===== src/rtl/io_arbiter_control_pkg.sv =====
// Shared constants for the IO arbiter: bus-side FSM encodings and width helpers.
package io_arbiter_control_pkg;

   typedef enum logic [2:0] {
      StIdle       = 3'd0,
      StReadBegin  = 3'd1,
      StReadWait   = 3'd2,
      StWriteBegin = 3'd3,
      StWriteWait  = 3'd4
   } io_state_e;

   // Width needed to index n items, never less than one bit.
   function automatic int unsigned clog2_min1(input int unsigned n);
      return (n > 1) ? $clog2(n) : 1;
   endfunction

endpackage


===== src/rtl/io_arbiter_control_rr_arbiter.sv =====
// Combinational round-robin picker: returns the first requester at or after ptr, one-hot.
module io_arbiter_control_rr_arbiter
   import io_arbiter_control_pkg::*;
#(
   parameter int unsigned NUM_CH = 2,
   localparam int unsigned PTR_W = clog2_min1(NUM_CH)
) (
   input  logic [NUM_CH-1:0] req,
   input  logic [PTR_W-1:0]  ptr,
   output logic [NUM_CH-1:0] winner
);

   localparam logic [PTR_W:0] NumChL = (PTR_W + 1)'(NUM_CH);

   logic [PTR_W:0]   sum;
   logic [PTR_W-1:0] idx;
   logic             found;

   always_comb begin
      winner = '0;
      found  = 1'b0;
      sum    = '0;
      idx    = '0;
      for (int k = 0; k < NUM_CH; k++) begin
         sum = {1'b0, ptr} + (PTR_W + 1)'(k);
         if (sum >= NumChL) begin
            sum = sum - NumChL;
         end
         idx = sum[PTR_W-1:0];
         if (!found && req[idx]) begin
            winner[idx] = 1'b1;
            found       = 1'b1;
         end
      end
   end

endmodule


===== src/rtl/io_arbiter_control.sv =====
// Multi-channel IO arbiter: grants one channel round-robin and runs a single
// read or write on the external bus with ready handshake and wait timeout.
module io_arbiter_control
   import io_arbiter_control_pkg::*;
#(
   parameter int unsigned NUM_CH  = 2,
   parameter int unsigned ADDR_W  = 16,
   parameter int unsigned DATA_W  = 16,
   parameter int unsigned TIMEOUT = 255
) (
   input  logic                     clk,
   input  logic                     reset,
   input  logic [NUM_CH-1:0]        req,
   input  logic [NUM_CH-1:0]        we,
   input  logic [NUM_CH*ADDR_W-1:0] addr,
   input  logic [NUM_CH*DATA_W-1:0] wdata,
   input  logic                     ready,
   input  logic [DATA_W-1:0]        mem_rdata,
   output logic [ADDR_W-1:0]        mem_addr,
   output logic [DATA_W-1:0]        mem_wdata,
   output logic                     mem_rd,
   output logic                     mem_wr,
   output logic [NUM_CH-1:0]        gnt,
   output logic [NUM_CH-1:0]        done,
   output logic                     err,
   output logic [DATA_W-1:0]        rdata,
   output logic [2:0]               io_state
);

   localparam int unsigned PTR_W = clog2_min1(NUM_CH);
   localparam int unsigned CNT_W = clog2_min1(TIMEOUT + 1);
   localparam logic [CNT_W-1:0] CntLast = CNT_W'((TIMEOUT > 0) ? TIMEOUT - 1 : 0);

   io_state_e        state_q;
   logic [PTR_W-1:0] rr_ptr_q;
   logic [CNT_W-1:0] wait_cnt_q;

   logic [NUM_CH-1:0] pick;
   logic [PTR_W-1:0]  pick_idx;
   logic [PTR_W-1:0]  next_ptr;
   logic [ADDR_W-1:0] pick_addr;
   logic [DATA_W-1:0] pick_wdata;
   logic              pick_we;

   io_arbiter_control_rr_arbiter #(
      .NUM_CH (NUM_CH)
   ) u_rr_arbiter (
      .req    (req),
      .ptr    (rr_ptr_q),
      .winner (pick)
   );

   // Unpack the winner's request fields; pick is one-hot or zero.
   always_comb begin
      pick_idx   = '0;
      pick_addr  = '0;
      pick_wdata = '0;
      pick_we    = 1'b0;
      for (int i = 0; i < NUM_CH; i++) begin
         if (pick[i]) begin
            pick_idx   = PTR_W'(i);
            pick_addr  = addr[i*ADDR_W +: ADDR_W];
            pick_wdata = wdata[i*DATA_W +: DATA_W];
            pick_we    = we[i];
         end
      end
      next_ptr = (pick_idx == PTR_W'(NUM_CH - 1)) ? '0 : pick_idx + PTR_W'(1);
   end

   always_ff @(posedge clk) begin
      if (reset) begin
         state_q    <= StIdle;
         rr_ptr_q   <= '0;
         wait_cnt_q <= '0;
         gnt        <= '0;
         done       <= '0;
         err        <= 1'b0;
         mem_rd     <= 1'b0;
         mem_wr     <= 1'b0;
         mem_addr   <= '0;
         mem_wdata  <= '0;
         rdata      <= '0;
      end else begin
         done   <= '0;
         err    <= 1'b0;
         mem_rd <= 1'b0;
         mem_wr <= 1'b0;
         case (state_q)
            StIdle: begin
               if (|pick) begin
                  gnt       <= pick;
                  mem_addr  <= pick_addr;
                  mem_wdata <= pick_wdata;
                  rr_ptr_q  <= next_ptr;
                  if (pick_we) begin
                     mem_wr  <= 1'b1;
                     state_q <= StWriteBegin;
                  end else begin
                     mem_rd  <= 1'b1;
                     state_q <= StReadBegin;
                  end
               end
            end
            StReadBegin: begin
               wait_cnt_q <= '0;
               state_q    <= StReadWait;
            end
            StWriteBegin: begin
               wait_cnt_q <= '0;
               state_q    <= StWriteWait;
            end
            StReadWait, StWriteWait: begin
               // ready wins over a timeout landing in the same cycle
               if (ready) begin
                  state_q <= StIdle;
                  gnt     <= '0;
                  done    <= gnt;
                  if (state_q == StReadWait) begin
                     rdata <= mem_rdata;
                  end
               end else if ((TIMEOUT != 0) && (wait_cnt_q == CntLast)) begin
                  state_q <= StIdle;
                  gnt     <= '0;
                  done    <= gnt;
                  err     <= 1'b1;
               end else begin
                  wait_cnt_q <= wait_cnt_q + CNT_W'(1);
               end
            end
            default: begin
               state_q <= StIdle;
               gnt     <= '0;
            end
         endcase
      end
   end

   assign io_state = state_q;

endmodule


===== config.mk =====
export PLATFORM = sky130hd
export DESIGN_NAME = io_arbiter_control
export DESIGN_NICKNAME = d
export VERILOG_FILES = /design/src/rtl/io_arbiter_control_pkg.sv /design/src/rtl/io_arbiter_control_rr_arbiter.sv /design/src/rtl/io_arbiter_control.sv
export SDC_FILE = /design/constraint.sdc
export NUM_CORES = 1
export LEC_CHECK = 0
export CORE_ASPECT_RATIO = 1.75
export CORE_UTILIZATION = 36
export CTS_CLUSTER_DIAMETER = 50
export DETAILED_ROUTE_END_ITERATION = 7
export HOLD_SLACK_MARGIN = 0.12
export PLACE_DENSITY = 0.85
export SETUP_SLACK_MARGIN = 0.02
export SLEW_MARGIN = 20
export SYNTH_ARGS = -nofsm -noshare
export SYNTH_HDL_FRONTEND = slang
export SYNTH_SLANG_ARGS = --single-unit

===== constraint.sdc =====
create_clock -name clk -period 1.4 [get_ports clk]
set_clock_uncertainty 0.1 [all_clocks]
set_input_delay 0.14 -clock clk [delete_from_list [all_inputs] [get_ports clk]]
set_output_delay 0.14 -clock clk [all_outputs]
set_load 0.03 [all_outputs]

=== Word-level counts from Yosys, hierarchy flattened ===
Cells that the tools add are included.

* Flip-flop bits (word level): 67
* Word-level logic and storage cells: 91

* $add $sub $neg: 5
* Magnitude comparators: 6
* Eq/ne operators: 9
* Muxes and demuxes: 38
* Bitwise gates (word level): 5
* Reduce and logical (&&, ||, !) cells: 17

{| class="wikitable"
|+ Operators by type and width
! cell !! number
|-
| $mux W16 || 4
|-
| $mux W1 || 16
|-
| $mux W2 || 8
|-
| $mux W8 || 2
|-
| $pmux W8 S2 || 1
|-
| $pmux W3 S4 || 1
|-
| $mux W3 || 3
|-
| $reduce_and A3 Y1 || 3
|-
| $add A8 B1 Y8 const B || 1
|-
| $eq A8 B8 Y1 const B || 1
|-
| $reduce_or A2 Y1 || 4
|-
| $eq A3 B2 Y1 const B || 2
|-
| $ne A2 B2 Y1 const B || 3
|-
| $pmux W2 S3 || 1
|-
| $reduce_or A3 Y1 || 2
|-
| $lt A1 B2 Y1 const B || 2
|-
| $not A1 Y1 || 4
|-
| $reduce_and A2 Y1 || 2
|-
| $eq A3 B1 Y1 const B || 1
|-
| $eq A3 B3 Y1 const B || 1
|-
| $logic_and A1 B1 Y1 || 3
|-
| $logic_not A3 Y1 || 1
|-
| $ne A3 B3 Y1 const B || 1
|-
| $add A1 B1 Y2 const B || 1
|-
| 9 further kinds || 12
|}

=== Depth between registers and ports, before layout ===
Gate-level depths: netlist (run 1).

* Depth after elaboration: 14
* Mapped depth: 7

=== Cells and area by module ===
A second synthesis (run 1) with hierarchy kept.

* Cell total of the unflattened synthesis: 327
* Area total of the unflattened synthesis: 2847.7 um^2

{| class="wikitable"
|+ By module, submodules not included
! module !! times used !! cells each !! area an instance (um^2)
|-
| io_arbiter_control || 1 || 324 || 2829.0
|-
| io_arbiter_control_rr_arbiter || 1 || 3 || 18.8
|}

=== Worst setup path after synthesis (run 1) ===
OpenSTA, ideal clock, no wires.

* Path kind: register -> register
* Start: register state_q[1] (netlist: io_state[1])
* End: register wait_cnt_q[7]
* Arrival: 1574 ps
* Required time: 1230 ps
* Path slack: -343 ps
* Cell stages (with the launch flop): 6
* Path buffers: 1
* Clock period less this slack: 1743 ps
* Cell sequence: dfxtp_1 buf_4 xor2_4 o211ai_2 or3_1 a21oi_1

* Cells in the longest elaborated chain, start to end: 4
* Elaborated cells between the ends (all ways): 11
* Those cells by class: 6 x eq/ne; 1 x mux; 4 x reduce/logical

{| class="wikitable"
|+ RTL lines
! item !! line !! source
|-
| start, declared || io_arbiter_control.sv:34 || <nowiki>io_state_e state_q;</nowiki>
|-
| start signal, assigned || io_arbiter_control.sv:72 || <nowiki>state_q <= StIdle;</nowiki>
|-
| start signal, assigned || io_arbiter_control.sv:97 || <nowiki>state_q <= StWriteBegin;</nowiki>
|-
| start signal, assigned || io_arbiter_control.sv:100 || <nowiki>state_q <= StReadBegin;</nowiki>
|-
| $eq A3 B2 Y1, or another cell as far along || io_arbiter_control.sv:88 || <nowiki>case (state_q)</nowiki>
|-
| $reduce_or A2 Y1, on equally long branches || n/a ||
|-
| $ne A2 B2 Y1 (no source line) or $reduce_bool A2 Y1 (tied branches) || n/a ||
|-
| $reduce_and A3 Y1 (no source line) || n/a ||
|-
| end signal, assigned || io_arbiter_control.sv:127 || <nowiki>wait_cnt_q <= wait_cnt_q + CNT_W'(1);</nowiki>
|-
| end, declared || io_arbiter_control.sv:36 || <nowiki>logic [CNT_W-1:0] wait_cnt_q;</nowiki>
|}

Several ways; a longest one is shown, not always the timed one.
A chain may end at the register's enable or synchronous reset.

=== Worst setup path after layout (run 1) ===
* Start: register state_q[0] (netlist: io_state[0])
* End: register mem_wdata[13]

* Cells in the longest elaborated chain, start to end: 2

{| class="wikitable"
|+ RTL lines
! item !! line !! source
|-
| $logic_not A3 Y1 || io_arbiter_control.sv:88 ||
|-
| $reduce_and A2 Y1 (no source line) || n/a ||
|-
| end signal, assigned || io_arbiter_control.sv:93 || <nowiki>mem_wdata <= pick_wdata;</nowiki>
|-
| end, declared || io_arbiter_control.sv:20 || <nowiki>output logic [DATA_W-1:0] mem_wdata,</nowiki>
|}

No other way between the ends.

==> reports/qor.yml, run 1 <==
timing:
  finalSetupViolCount: 46
  min_period_ps: 1550
  max_freq_mhz: 644
  tightest_slew_ps: 427
  setup_slack_ps: -152
  hold_violations: 0
  maxSlewViolCount: 0
  relSlewSlack: 0.715
  hold_slack_ps: 270
  rsz0062_at_grt: "yes"
  finalCritPeriodShare: 1.11
setup_path:
  regToRegSetupSlack_ps: -150
  path_cells: "nor3_4 > o21a_2 > buf_12 > nor2_1 > nor3_2"
  path_class: "register to register"
  endpoint_kind: "register"
  critPathBufInv: 1
  cp_max_fo: 22
  rr_worst_depth: 5
  worst_path_max_delay_cell: "dfxtp_4"
  arrival_ps: 1680
  crit_cells: 5
  cp_top_family: "simple AND/OR/NAND/NOR gates"
  r2r_end: "mem_wdata[13]"
  cp-startpoint: "io_state[0]"
  max_stage_delay_ps: 370
  reg2reg_from: "io_state[0]"
  crit_required_ps: 1530
  start_kind: "register"
grt:
  grt_pass1_wl_um: 15400
  grt_pass1_vias: 3157
  grt_util_all_layers: 0.255
  grt_max_degree: 33
  antenna_found_initial: 0
  grt-ovfl-total: 0
clocking:
  cts.path.max_buffers: 2
  cts-root-buf: "clkbuf_16"
  cts.sinks: 67
  insertion_delay_ps: 320
  cts_buffers: 9
  htree_levels: 3
  clkTransAtPathRegs_ps: 50
  cts_tree: "done"
pwr:
  clockPowerShare: 0.300
  p_comb_frac: 0.352
  pwr-share-seq: 0.348
  switching_share: 0.329
  p_per_area_mw_per_mm2: 1140
  p_leak_nw: 2.30
  intPower_mw: 4.30
  total_power_mw: 6.41
  switchingPower_mw: 2.11
  irDropWorstVdd_mv: 0.976
yosys:
  synth-async-reset-ratio: 0
  synth_edf_count: 0
  ys_seq_area_frac: 0.482
  synth_seq_cells: 67
  yosysWarningCount: 0
  yosys_most_used_dff: "dfxtp_1"
  avgSynthCellArea_um2: 8.70
  synth.distinct_cells: 42
  synth_cells: 320
  synth.cell_area_mm2: 0.00278
  synthesis.nets: 409
routing:
  drt-total-wl_um: 11000
  vias: 3233
  antenna_left: 0
  drc: 0
  dr.pass1.iters: 5
  first_iter_violations: 164
  wl_per_cell_um: 18.5
  vias_per_cell: 5.41
job:
  maxCapViolations: 0
min_path:
  min_to: "rdata[9]"
  hold_depth: 3
  hp-start: "mem_rdata[9]"
  hold_class: "primary input to register"
die:
  dieHeight_um: 118
  die_area_mm2: 0.00810
  fp-row-count: 42
  start_util: 0.370
  core_region_area_mm2: 0.00751
  ios: 145
  die_w_um: 68.5
place:
  place_hpwl_um: 6600
  place_congestion: 0.829
  numPortBuffers: 144
  dp_slack_ps: -302
  place_inst: 566
final_layout:
  syn2layout_area_growth_pct: 102
  fin_nets: 596
  antenna_cells: 0
  fin_cells: 598
  drive_above_1_share: 0.316
run_status:
  outcome: "finished, violations left"
  violations: "setup timing"
==> area by class of cell <==
cell class                      instances  area [µm²]
Clock buffer                           14         244
Tap cell                               88         110
Inverter                                3        11.3
Sequential cell                        67        1360
Fill cell                             494        1890
Timing Repair Buffer                  203        2000
Multi-Input combinational cell        223        1900
==> how the worst max path moves through the flow <==
stage | slack [ps] | endpoint
3_5_place_dp | -300 | io_state[1]
2_1_floorplan | -160 | mem_addr[0]
6_report | -150 | mem_wdata[13]
4_1_cts | -100 | wait_cnt_q[1]
3_3_place_gp | -240 | wait_cnt_q[7]
5_1_grt | -220 | mem_wdata[8]
==> registers in the layout (all words and copies together) (netlist names), 2 cells and up <==
| name | cells |
|---|---|
| gnt | 2 |
| io_state | 3 |
| wait_cnt_q | 8 |
| mem_addr | 16 |
| rdata | 16 |
| done | 2 |
| mem_wdata | 16 |
==> placed cells by master (no fill, tap or decap), types with 14 or more instances in the layout <==
| cell type | n |
|---|---|
| clkdlybuf4s50_1 | 84 |
| nor2_1 | 36 |
| a221oi_4 | 14 |
| a221oi_2 | 18 |
| dlygate4sd2_1 | 53 |
| nand2_1 | 39 |
| buf_4 | 41 |
| a21oi_1 | 19 |
| nor3_1 | 24 |
| dfxtp_1 | 57 |
==> logic make-up after synthesis <==
kind of cell / after synthesis / share of synthesized area
xor gates and xnor gates: 2 / 0.0130
DFF: 67 / 0.482
and+or+nand+nor: 142 / 0.236
AOI/OAI and AO/OA: 75 / 0.199
muxes: 2 / 0.00764
buffers and inverters: 30 / 0.0535
adders and majority gates: 2 / 0.00899
==> through the flow <==
| step | setup TNS, ps | utilization | area, µm² |
|---|---|---|---|
| 6_report | -3740 | 0.749 | 5630 |
| 5_1_grt | -6720 | 0.749 | 5630 |
| 4_1_cts | -1480 | 0.696 | 5230 |
| 3_5_place_dp | -10970 | 0.644 | 4840 |
| 3_3_place_gp | -8580 | 0.644 | 4840 |
| 2_1_floorplan | -5650 | - | 3100 |
==> power by group through the flow <==
| stage | logic (mW) | clock network (mW) | registers [mW] |
|---|---|---|---|
| finish | 2.26 | 1.92 | 2.23 |
| detailed placement | 1.92 | 0 | 2.25 |
| global route | 2.37 | 2.03 | 2.24 |
| global placement | 1.89 | 0 | 2.24 |
| floorplan | 0.747 | 0 | 2.57 |
| CTS | 1.92 | 1.93 | 2.21 |
==> Yosys cell counts (2+ instances only) <==
master,n,share of area
dfxtp_1,67,0.48
nor2_1,41,0.055
nand2_1,39,0.053
nor3_1,34,0.061
a221oi_1,33,0.10
a21oi_1,25,0.045
buf_2,10,0.018
clkbuf_1,9,0.012
nand3_1,5,0.0090
and2_1,4,0.0090
buf_4,4,0.011
nand4_1,4,0.0090
o21ai_0,4,0.0072
inv_1,3,0.0040
nand2b_1,3,0.0067
or3_1,3,0.0067
a211oi_1,2,0.0054
a21boi_2,2,0.0081
and3_1,2,0.0045
and4_1,2,0.0063
buf_1,2,0.0027
ha_1,2,0.0090
==> routing by layer <==
layer  vias up  track usage  routed length [µm]
met2       113        0.444                6280
met4         0        0.125                 357
met1      1564        0.280                4010
li1       1533            -                   -
met5         -            0                   0
met3        23       0.0454                 404
==> timing repair <==
| item | 4_1_cts | 5_1_grt |
|---|---|---|
| gates resized for setup | 82 | 46 |
| cloned | 1 | 4 |
| setup buffers | 7 | 6 |
| endpoints found under the setup margin | 99 | 65 |
| hold buffers | 1 | 0 |
| pin swaps | 18 | 15 |
| hold endpoints to repair | 6 | 0 |
==> tightest hold or removal path, cell delays in order <==
cell	delay (ps)
clkdlybuf4s50_1	400
nand2_1	60
a21oi_1	50
Note: power is estimated with default switching activity, not from simulation.
==> run 2, diff against run 1 <==
ABC_CLOCK_PERIOD_IN_PS = 1400   (was unset)
CAP_MARGIN = 30   (was unset)
==> results of run 2 <==
Same layout as run 1: the final DEF is identical, and so are final timing and power.
